==> src/rtl/booth_div_pkg.sv <==
// Shared types and helpers for the sequential signed divider.
package booth_div_pkg;

    localparam int W_DEFAULT = 8;
    localparam int MAX_W     = 64;

    typedef enum logic [1:0] {
        IDLE = 2'd0,
        ITER = 2'd1,
        FIX  = 2'd2,
        DONE = 2'd3
    } state_e;

    // Two's-complement negate at the widest supported width; callers truncate to W.
    function automatic logic [MAX_W-1:0] twos_neg(input logic [MAX_W-1:0] x);
        return ~x + 64'd1;
    endfunction

endpackage

==> src/rtl/booth_divider_nr_div_step.sv <==
// One non-restoring radix-2 step: shift in the next dividend bit, add or subtract |b|.
module nr_div_step #(
    parameter int W = 8
) (
    input  logic [W:0]   p_i,
    input  logic         bit_i,
    input  logic [W-1:0] bmag_i,
    output logic [W:0]   p_new_o,
    output logic         q_bit_o
);

    logic [W:0] shifted_s;
    logic [W:0] bext_s;
    logic [W:0] sum_s;

    // The true result always fits W+1 signed bits, so modulo arithmetic is exact.
    always_comb begin
        shifted_s = {p_i[W-1:0], bit_i};
        bext_s    = {1'b0, bmag_i};
        if (p_i[W] == 1'b0) begin
            sum_s = shifted_s - bext_s;
        end else begin
            sum_s = shifted_s + bext_s;
        end
        p_new_o = sum_s;
        q_bit_o = ~sum_s[W];
    end

endmodule

==> src/rtl/booth_divider.sv <==
// Sequential signed divider: magnitudes through W non-restoring steps, then a sign-fix cycle.
module booth_divider
    import booth_div_pkg::*;
#(
    parameter int W = W_DEFAULT
) (
    input  logic         clock,
    input  logic         reset_n,
    input  logic         start,
    input  logic [W-1:0] a,
    input  logic [W-1:0] b,
    output logic [W-1:0] q,
    output logic [W-1:0] r,
    output logic         busy,
    output logic         done,
    output logic         div_by_zero,
    output logic         overflow
);

    localparam int CW = $clog2(W) + 1;

    state_e        state_q;
    logic [CW-1:0] cnt_q;
    logic [W-1:0]  a_q;
    logic [W-1:0]  b_q;
    logic [W-1:0]  bmag_q;
    logic [W-1:0]  qm_q;
    logic [W:0]    p_q;
    logic          sa_q;
    logic          sb_q;
    logic          dz_pend_q;

    logic [W-1:0]  abs_a_s;
    logic [W-1:0]  abs_b_s;
    logic [W:0]    step_p_s;
    logic          step_q_s;
    logic [W:0]    p_fix_d;
    logic [W-1:0]  q_fix_d;
    logic [W-1:0]  r_fix_d;
    logic          ov_d;

    function automatic logic [W-1:0] neg_w(input logic [W-1:0] x);
        return W'(twos_neg(MAX_W'(x)));
    endfunction

    nr_div_step #(.W(W)) u_step (
        .p_i     (p_q),
        .bit_i   (qm_q[W-1]),
        .bmag_i  (bmag_q),
        .p_new_o (step_p_s),
        .q_bit_o (step_q_s)
    );

    // Operand magnitudes and the sign-corrected results applied in FIX.
    always_comb begin
        abs_a_s = a[W-1] ? neg_w(a) : a;
        abs_b_s = b[W-1] ? neg_w(b) : b;
        if (p_q[W] == 1'b1) begin
            p_fix_d = p_q + {1'b0, bmag_q};
        end else begin
            p_fix_d = p_q;
        end
        q_fix_d = (sa_q ^ sb_q) ? neg_w(qm_q) : qm_q;
        r_fix_d = sa_q ? neg_w(p_fix_d[W-1:0]) : p_fix_d[W-1:0];
        ov_d    = (a_q == {1'b1, {(W-1){1'b0}}}) && (b_q == {W{1'b1}});
    end

    // Control FSM with all datapath registers and registered outputs.
    always_ff @(negedge clock or negedge reset_n) begin
        if (!reset_n) begin
            state_q     <= IDLE;
            cnt_q       <= '0;
            a_q         <= '0;
            b_q         <= '0;
            bmag_q      <= '0;
            qm_q        <= '0;
            p_q         <= '0;
            sa_q        <= 1'b0;
            sb_q        <= 1'b0;
            dz_pend_q   <= 1'b0;
            q           <= '0;
            r           <= '0;
            busy        <= 1'b0;
            done        <= 1'b0;
            div_by_zero <= 1'b0;
            overflow    <= 1'b0;
        end else begin
            case (state_q)
                IDLE: begin
                    if (start) begin
                        a_q         <= a;
                        b_q         <= b;
                        sa_q        <= a[W-1];
                        sb_q        <= b[W-1];
                        bmag_q      <= abs_b_s;
                        qm_q        <= abs_a_s;
                        p_q         <= '0;
                        cnt_q       <= '0;
                        busy        <= 1'b1;
                        div_by_zero <= 1'b0;
                        overflow    <= 1'b0;
                        dz_pend_q   <= (b == '0);
                        // A zero divisor skips the iterations and resolves in FIX.
                        state_q     <= (b == '0) ? FIX : ITER;
                    end
                end
                ITER: begin
                    p_q   <= step_p_s;
                    qm_q  <= {qm_q[W-2:0], step_q_s};
                    cnt_q <= cnt_q + CW'(1);
                    if (cnt_q == CW'(W - 1)) begin
                        state_q <= FIX;
                    end
                end
                FIX: begin
                    if (dz_pend_q) begin
                        q           <= {W{1'b1}};
                        r           <= a_q;
                        div_by_zero <= 1'b1;
                        overflow    <= 1'b0;
                    end else begin
                        q           <= q_fix_d;
                        r           <= r_fix_d;
                        overflow    <= ov_d;
                        p_q         <= p_fix_d;
                    end
                    done    <= 1'b1;
                    busy    <= 1'b0;
                    state_q <= DONE;
                end
                DONE: begin
                    done    <= 1'b0;
                    state_q <= IDLE;
                end
                default: begin
                    state_q <= IDLE;
                end
            endcase
        end
    end

endmodule

==> config.mk <==
export PLATFORM = sky130hd
export DESIGN_NAME = booth_divider
export DESIGN_NICKNAME = d
export VERILOG_FILES = /design/src/rtl/booth_div_pkg.sv /design/src/rtl/booth_divider_nr_div_step.sv /design/src/rtl/booth_divider.sv
export SDC_FILE = /design/constraint.sdc
export NUM_CORES = 1
export LEC_CHECK = 0
export CORE_UTILIZATION = 30
export CTS_CLUSTER_SIZE = 8
export DETAILED_ROUTE_END_ITERATION = 6
export PLACE_DENSITY = 0.49
export SYNTH_ARGS = -nofsm -noshare
export SYNTH_HDL_FRONTEND = slang
export SYNTH_SLANG_ARGS = --single-unit
==> constraint.sdc <==
create_clock -name clock -period 2.99 [get_ports clock]
set_clock_uncertainty 0.05 [all_clocks]
set_input_delay 0.299 -clock clock [delete_from_list [all_inputs] [get_ports clock]]
set_output_delay 0.299 -clock clock [all_outputs]
set_load 0.02 [all_outputs]
==> reports/metrics.yaml, run 1 <==
dpl.cell_count: 737
synth-edff-count: 0
drc: 0
wire_per_inst_microns: 14.6
grt_pass1_vias: 3835
fillerInstances: 1409
min_path_type: "reg2reg"
cp_max_fo: 2
power.total_w: 0.00699
ys_ff_latch: 67
io_pins: 39
ant_nets: 0
start_util: 0.311
synth.most_common_cell: "dfrtn_1"
gp_congestion: 0.790
post-route-period-util: 0.984
p_per_area_mw_per_mm2: 1220
syn_to_final_growth_pct: 31.1
cp_top_family: "flip-flops"
arrival_ns: 2.59
path_cells: "dlygate4sd2_1"
cp-start-kind: "register"
grt.total_usage: 0.164
ys_types: 53
relSlewSlack: 0.571
firstDrtPassIters: 4
num_rows: 43
async_flop_share: 1.00
setup_ws_ns: 0.0472
first_iter_violations: 132
vias: 3770
syn_area_per_cell_sq_um: 8.81
worstPathRequired_ns: 2.64
core_sq_mm: 0.0140
die_y_microns: 123
synthesis.nets: 543
rsz0062_at_grt: "yes"
ys_seq_area_frac: 0.384
leakage_nw: 2.57
antenna_found_initial: 0
portBuffers: 38
place_ws_ns: -0.642
totalWireLength_microns: 11300
post-dp-hpwl_microns: 8400
cap_violations: 0
period_minus_slack_ns: 2.94
path_clk_slew_ns: 0.04
grt_max_degree: 68
cts_hold_buf: 0
synth_ff_type: "dfrtn_1"
cp-end-kind: "output pin"
clockBufferDepth: 2
hold_viol: 0
cts_tree: "built"
path_buf_inv: 1
insertedDiodeCount: 0
h-tree-depth: 3
max_freq_mhz: 340
finalMaxSlewViolations: 0
cts_buffers: 9
worst_slew_pin_slew_ns: 0.644
die_width_microns: 123
vias_per_cell: 4.90
clockRootBuffer: "clkbuf_16"
setup_viol: 0
numClockSinks: 67
yosys_warnings: 0
synth_area_leaders: "dfrtn_1 (38%), ha_1 (7.7%), mux2_2 (5.4%), nor2_1 (5.3%), a21oi_1 (4.6%)"
crit_type: "reg2out"
clk_latency_ns: 0.34
grt_pass1_wl_microns: 19000
drive_gt1_frac: 0.222
outcome: "completed"
yosys-top-cells-count: "dfrtn_1 (67), nor2_1 (62), nand2_1 (50)"
fin_nets: 633
utilization: 0.407
cpPeakStageDelay_ns: 0.42
syn_area_sq_mm: 0.00436
fin_cells: 770
syn_inst: 495
die-area_sq_mm: 0.0150
ir_worst_vdd_mv: 0.526
synth_top_area_share: 0.384
gr-total-overflow: 0
cp_slowest_cell: "dfrtn_1"
synth_top_area_cell: "dfrtn_1"
==> routing by layer <==
| layer | track usage | vias up | routed length [microns] |
|---|---|---|---|
| met5 | 0 | - | 0 |
| met4 | 0.0686 | 0 | 267 |
| met3 | 0.0321 | 15 | 300 |
| met2 | 0.255 | 57 | 5140 |
| met1 | 0.221 | 1781 | 5550 |
| li1 | - | 1917 | - |
==> metrics by stage <==
step | cell area [sq um] | TNS (ns) | hold WS (ns)
after global routing | 5720 | -0.154 | 0.407
after detailed placement | 5250 | -14.51 | 0.385
final | 5720 | 0 | 0.380
after floorplan | 4370 | -0.151 | 0.360
after global placement | 5250 | -13.39 | 0.380
after CTS | 5600 | -0.000156 | 0.384
==> registers in the layout, summed over array words and instances, names as in the netlist, 2 cells and up <==
name     count
a_q          8
b_q          8
bmag_q       7
cnt_q        4
p_q          9
q            8
qm_q         8
r            8
state_q      2
==> logic make-up after synthesis <==
kind of cell | after synthesis | synth area share
AND/OR/NAND/NOR | 173 | 0.181
AO/OA/AOI/OAI | 121 | 0.169
flip-flops | 67 | 0.384
buffers and inverters | 40 | 0.0344
XOR/XNOR | 38 | 0.0763
adder cells (fa/ha/maj) | 29 | 0.0866
multiplexers | 27 | 0.0680
==> cell type report <==
cell class / count / area [sq um] / share of cell area
clock buffer: 10 / 229 / 0.0400
sequential: 67 / 1680 / 0.293
multi-input combinational: 388 / 2660 / 0.465
inverter: 21 / 81.3 / 0.0142
clock inverter: 6 / 32.5 / 0.00569
tap: 180 / 225 / 0.0394
timing repair buffer: 98 / 816 / 0.143
==> worst paths after layout <==
kind | from | end | slack [ns] | depth (start not counted)
setup / recovery | q[1]$_DFFE_NN0P_ | q[1] | 0.05 | 1
hold / removal | b_q[1]$_DFFE_NN0P_ | b_q[1]$_DFFE_NN0P_ | 0.38 | 2
setup reg to reg | b_q[0]$_DFFE_NN0P_ | r[6]$_DFFE_NN0P_ | 0.05 | 11
hold reg to reg | b_q[1]$_DFFE_NN0P_ | b_q[1]$_DFFE_NN0P_ | 0.38 | 2
max in group asynchronous | reset_n | q[4]$_DFFE_NN0P_ | 1.24 | 2
min in group asynchronous | reset_n | b_q[6]$_DFFE_NN0P_ | 1.29 | 2
==> what timing repair did <==
action	4_1_cts	5_1_grt
setup endpoints to repair	29	21
resized for setup	47	33
buffers inserted	13	4
pin swaps	11	17
==> layout by cell type (no fill, tap or decap), types with 6 or more instances in the layout <==
cell type	instances
nand2_1	47
o21ai_0	30
inv_1	17
clkbuf_16	9
buf_4	55
a21oi_1	39
nand2b_1	9
xor2_1	18
nor2_1	62
xnor2_1	19
ha_1	23
clkdlybuf4s50_1	7
nand3_1	6
mux2_2	19
dfrtn_1	67
dlygate4sd2_1	21
nor3_1	12
mux2i_1	6
o21ai_1	13
==> power by group <==
part	switching [W]	internal [W]	total, W
registers	0.000422	0.00135	0.00177
logic	0.00227	0.00199	0.00427
clock network	0.000398	0.000553	0.000951
No activity file was read; power rests on OpenSTA's default activity.
==> run 2, diff against run 1 <==
--- a/config.mk
+++ b/config.mk
@@ -5,10 +5,11 @@
 export SDC_FILE = /design/constraint.sdc
 export NUM_CORES = 1
 export LEC_CHECK = 0
-export CORE_UTILIZATION = 30
+export CORE_UTILIZATION = 25
+export CTS_CLUSTER_DIAMETER = 120
 export CTS_CLUSTER_SIZE = 8
 export DETAILED_ROUTE_END_ITERATION = 6
-export PLACE_DENSITY = 0.49
+export PLACE_DENSITY = 0.43
 export SYNTH_ARGS = -nofsm -noshare
 export SYNTH_HDL_FRONTEND = slang
 export SYNTH_SLANG_ARGS = --single-unit
==> run 2 against run 1 <==
Sequential share of layout area shrank 0.71 points. Sequential cell count unchanged. Clock power rose by 11%. Core utilization is 5.9 points lower. Largest power group unchanged. Highest routed layer unchanged.
==> reports/metrics.yaml, run 2 (same netlist as run 1, synthesis figures left out) <==
portBuffers: 38
die-area_sq_mm: 0.0180
p_int_w: 0.00400
power.total_w: 0.00718
min_to: "b_q[1]$_DFFE_NN0P_"
grt.total_usage: 0.141
cts_tree: "built"
num_rows: 47
ff2ff_path_depth: 11
clkPwrFrac: 0.147
grt_pass1_vias: 3867
clockRootBuffer: "clkbuf_16"
relSlewSlack: 0.578
gp_congestion: 0.773
swShare: 0.443
firstDrtPassIters: 4
combinationalPowerShare: 0.607
finalMaxSlewViolations: 0
seqPwrFrac: 0.246
hold_start: "b_q[1]$_DFFE_NN0P_"
min_path_type: "reg2reg"
ant_nets: 0
cp_slowest_cell: "dfrtn_1"
core_sq_mm: 0.0168
worst_slew_pin_slew_ns: 0.627
syn_to_final_growth_pct: 34.4
clk_latency_ns: 0.34
cap_violations: 0
leakage_nw: 2.62
io_pins: 39
path_buf_inv: 1
hold_viol: 0
regArea_sq_mm: 0.00168
grt_max_degree: 43
cts_buffers: 9
ir_worst_vdd_mv: 0.533
fin_nets: 638
crit_type: "reg2out"
h-tree-depth: 3
numClockSinks: 67
top_register: "p_q"
outcome: "completed"
largest_reg_flops: 9
cp_top_family: "flip-flops"
die_width_microns: 134
arrival_ns: 2.60
rrSetupSlack_ns: 0.12
cpPeakStageDelay_ns: 0.42
worstPathRequired_ns: 2.64
first_iter_violations: 132
power.switching_w: 0.00318
die_y_microns: 134
post-dp-hpwl_microns: 9170
cp-start-kind: "register"
utilization: 0.349
drive_gt1_frac: 0.237
final_common_cell: "dfrtn_1"
fillerInstances: 1785
cp_max_fo: 2
rsz0062_at_grt: "no"
r2r-start: "b_q[0]$_DFFE_NN0P_"
vias: 3843
holdPathStages: 2
totalWireLength_microns: 11900
clockBufferDepth: 2
start_util: 0.259
path_cells: "dlygate4sd2_1"
setup_viol: 0
grt_pass1_wl_microns: 19600
antenna_found_initial: 0
multi_input_area_sq_mm: 0.00268
gr-total-overflow: 0
cp-end-kind: "output pin"
reg2reg_to: "r[6]$_DFFE_NN0P_"
drc: 0
path_clk_slew_ns: 0.04
final_cell_mix: "dfrtn_1 (67), nor2_1 (62), buf_4 (62)"
p_per_area_mw_per_mm2: 1220
vias_per_cell: 4.72
insertedDiodeCount: 0
wire_per_inst_microns: 14.6
==> run 2: cell count changes in the layout (fill, tap and decap cells not counted), sizes merged <==
cell and change:
buf +6, clkbuf -3, clkdlybuf4s15 +2, bufinv +1, clkdlybuf4s50 -1, clkinv -1, clkinvlp +1, dlygate4sd2 -1
dlymetal6s2s +1
==> run 2: layout make-up <==
type | count | area share
well taps | 220 | 0.0469
clock buffers | 9 | 0.0384
inverters | 21 | 0.0134
repair buffers | 103 | 0.147
flip-flops and latches | 67 | 0.286
multi-input cells | 388 | 0.457
clock inverters | 7 | 0.0117
==> run 2: worst max-delay path by stage <==
stage                           startpoint  cells past startpoint  slack, ns                   to
after floorplan                       a[1]                      7      -0.15  qm_q[5]$_DFFE_NN0P_
after global routing                  a[0]                      8      0.001  qm_q[5]$_DFFE_NN0P_
final                     r[5]$_DFFE_NN0P_                      1       0.04                 r[5]
after global placement                a[1]                      8      -0.64  qm_q[5]$_DFFE_NN0P_
after CTS                             a[2]                      8    -0.0006  qm_q[5]$_DFFE_NN0P_
after detailed placement              a[1]                      8      -0.62  qm_q[5]$_DFFE_NN0P_
==> run 2: stage by stage <==
step                      setup WS [ns]  instance area, sq um  setup TNS, ns  std cells  hold slack (ns)
after global routing            0.00102                  5860              0        815            0.426
final                            0.0440                  5860              0        815            0.386
after floorplan                  -0.151                  4370         -0.151        495            0.360
after CTS                     -0.000602                  5710      -0.000602        809            0.381
after global placement           -0.639                  5340         -13.68        782            0.378
after detailed placement         -0.618                  5340         -14.02        782            0.381
==> run 2: worst reg2reg max path, stage by stage, from the launching register on <==
cell and delay [ns]:
dfrtn_1 0.48, ha_4 0.17, fa_1 0.43, mux2_4 0.29, inv_2 0.07, ha_4 0.13, inv_1 0.03, or2_1 0.23
o41ai_2 0.33, xnor2_1 0.16, o21ai_1 0.08, mux2_4 0.27
==> run 2: routing by layer <==
metal,part of all wire,GRT usage,vias to the layer above,wire length (microns)
li1,-,-,1932,-
met1,0.50,0.190,1829,5930
met2,0.45,0.225,69,5400
met3,0.031,0.0261,13,369
met4,0.019,0.0531,0,229
met5,0,0,-,0
==> run 2: power groups by stage <==
stage	clock network, W	logic, W	registers, W
final	0.00106	0.00436	0.00176
after global routing	0.00113	0.00486	0.00184
after CTS	0.00110	0.00418	0.00176
after detailed placement	0	0.00422	0.00178
after global placement	0	0.00416	0.00178
after floorplan	0	0.00286	0.00179
==> run 2: timing repair <==
item / CTS / global route
setup endpoints to repair: 29 / 15
hold buffers: 0 / 0
buffers inserted: 11 / 6
gates resized for setup: 48 / 37
pin swaps: 11 / 20
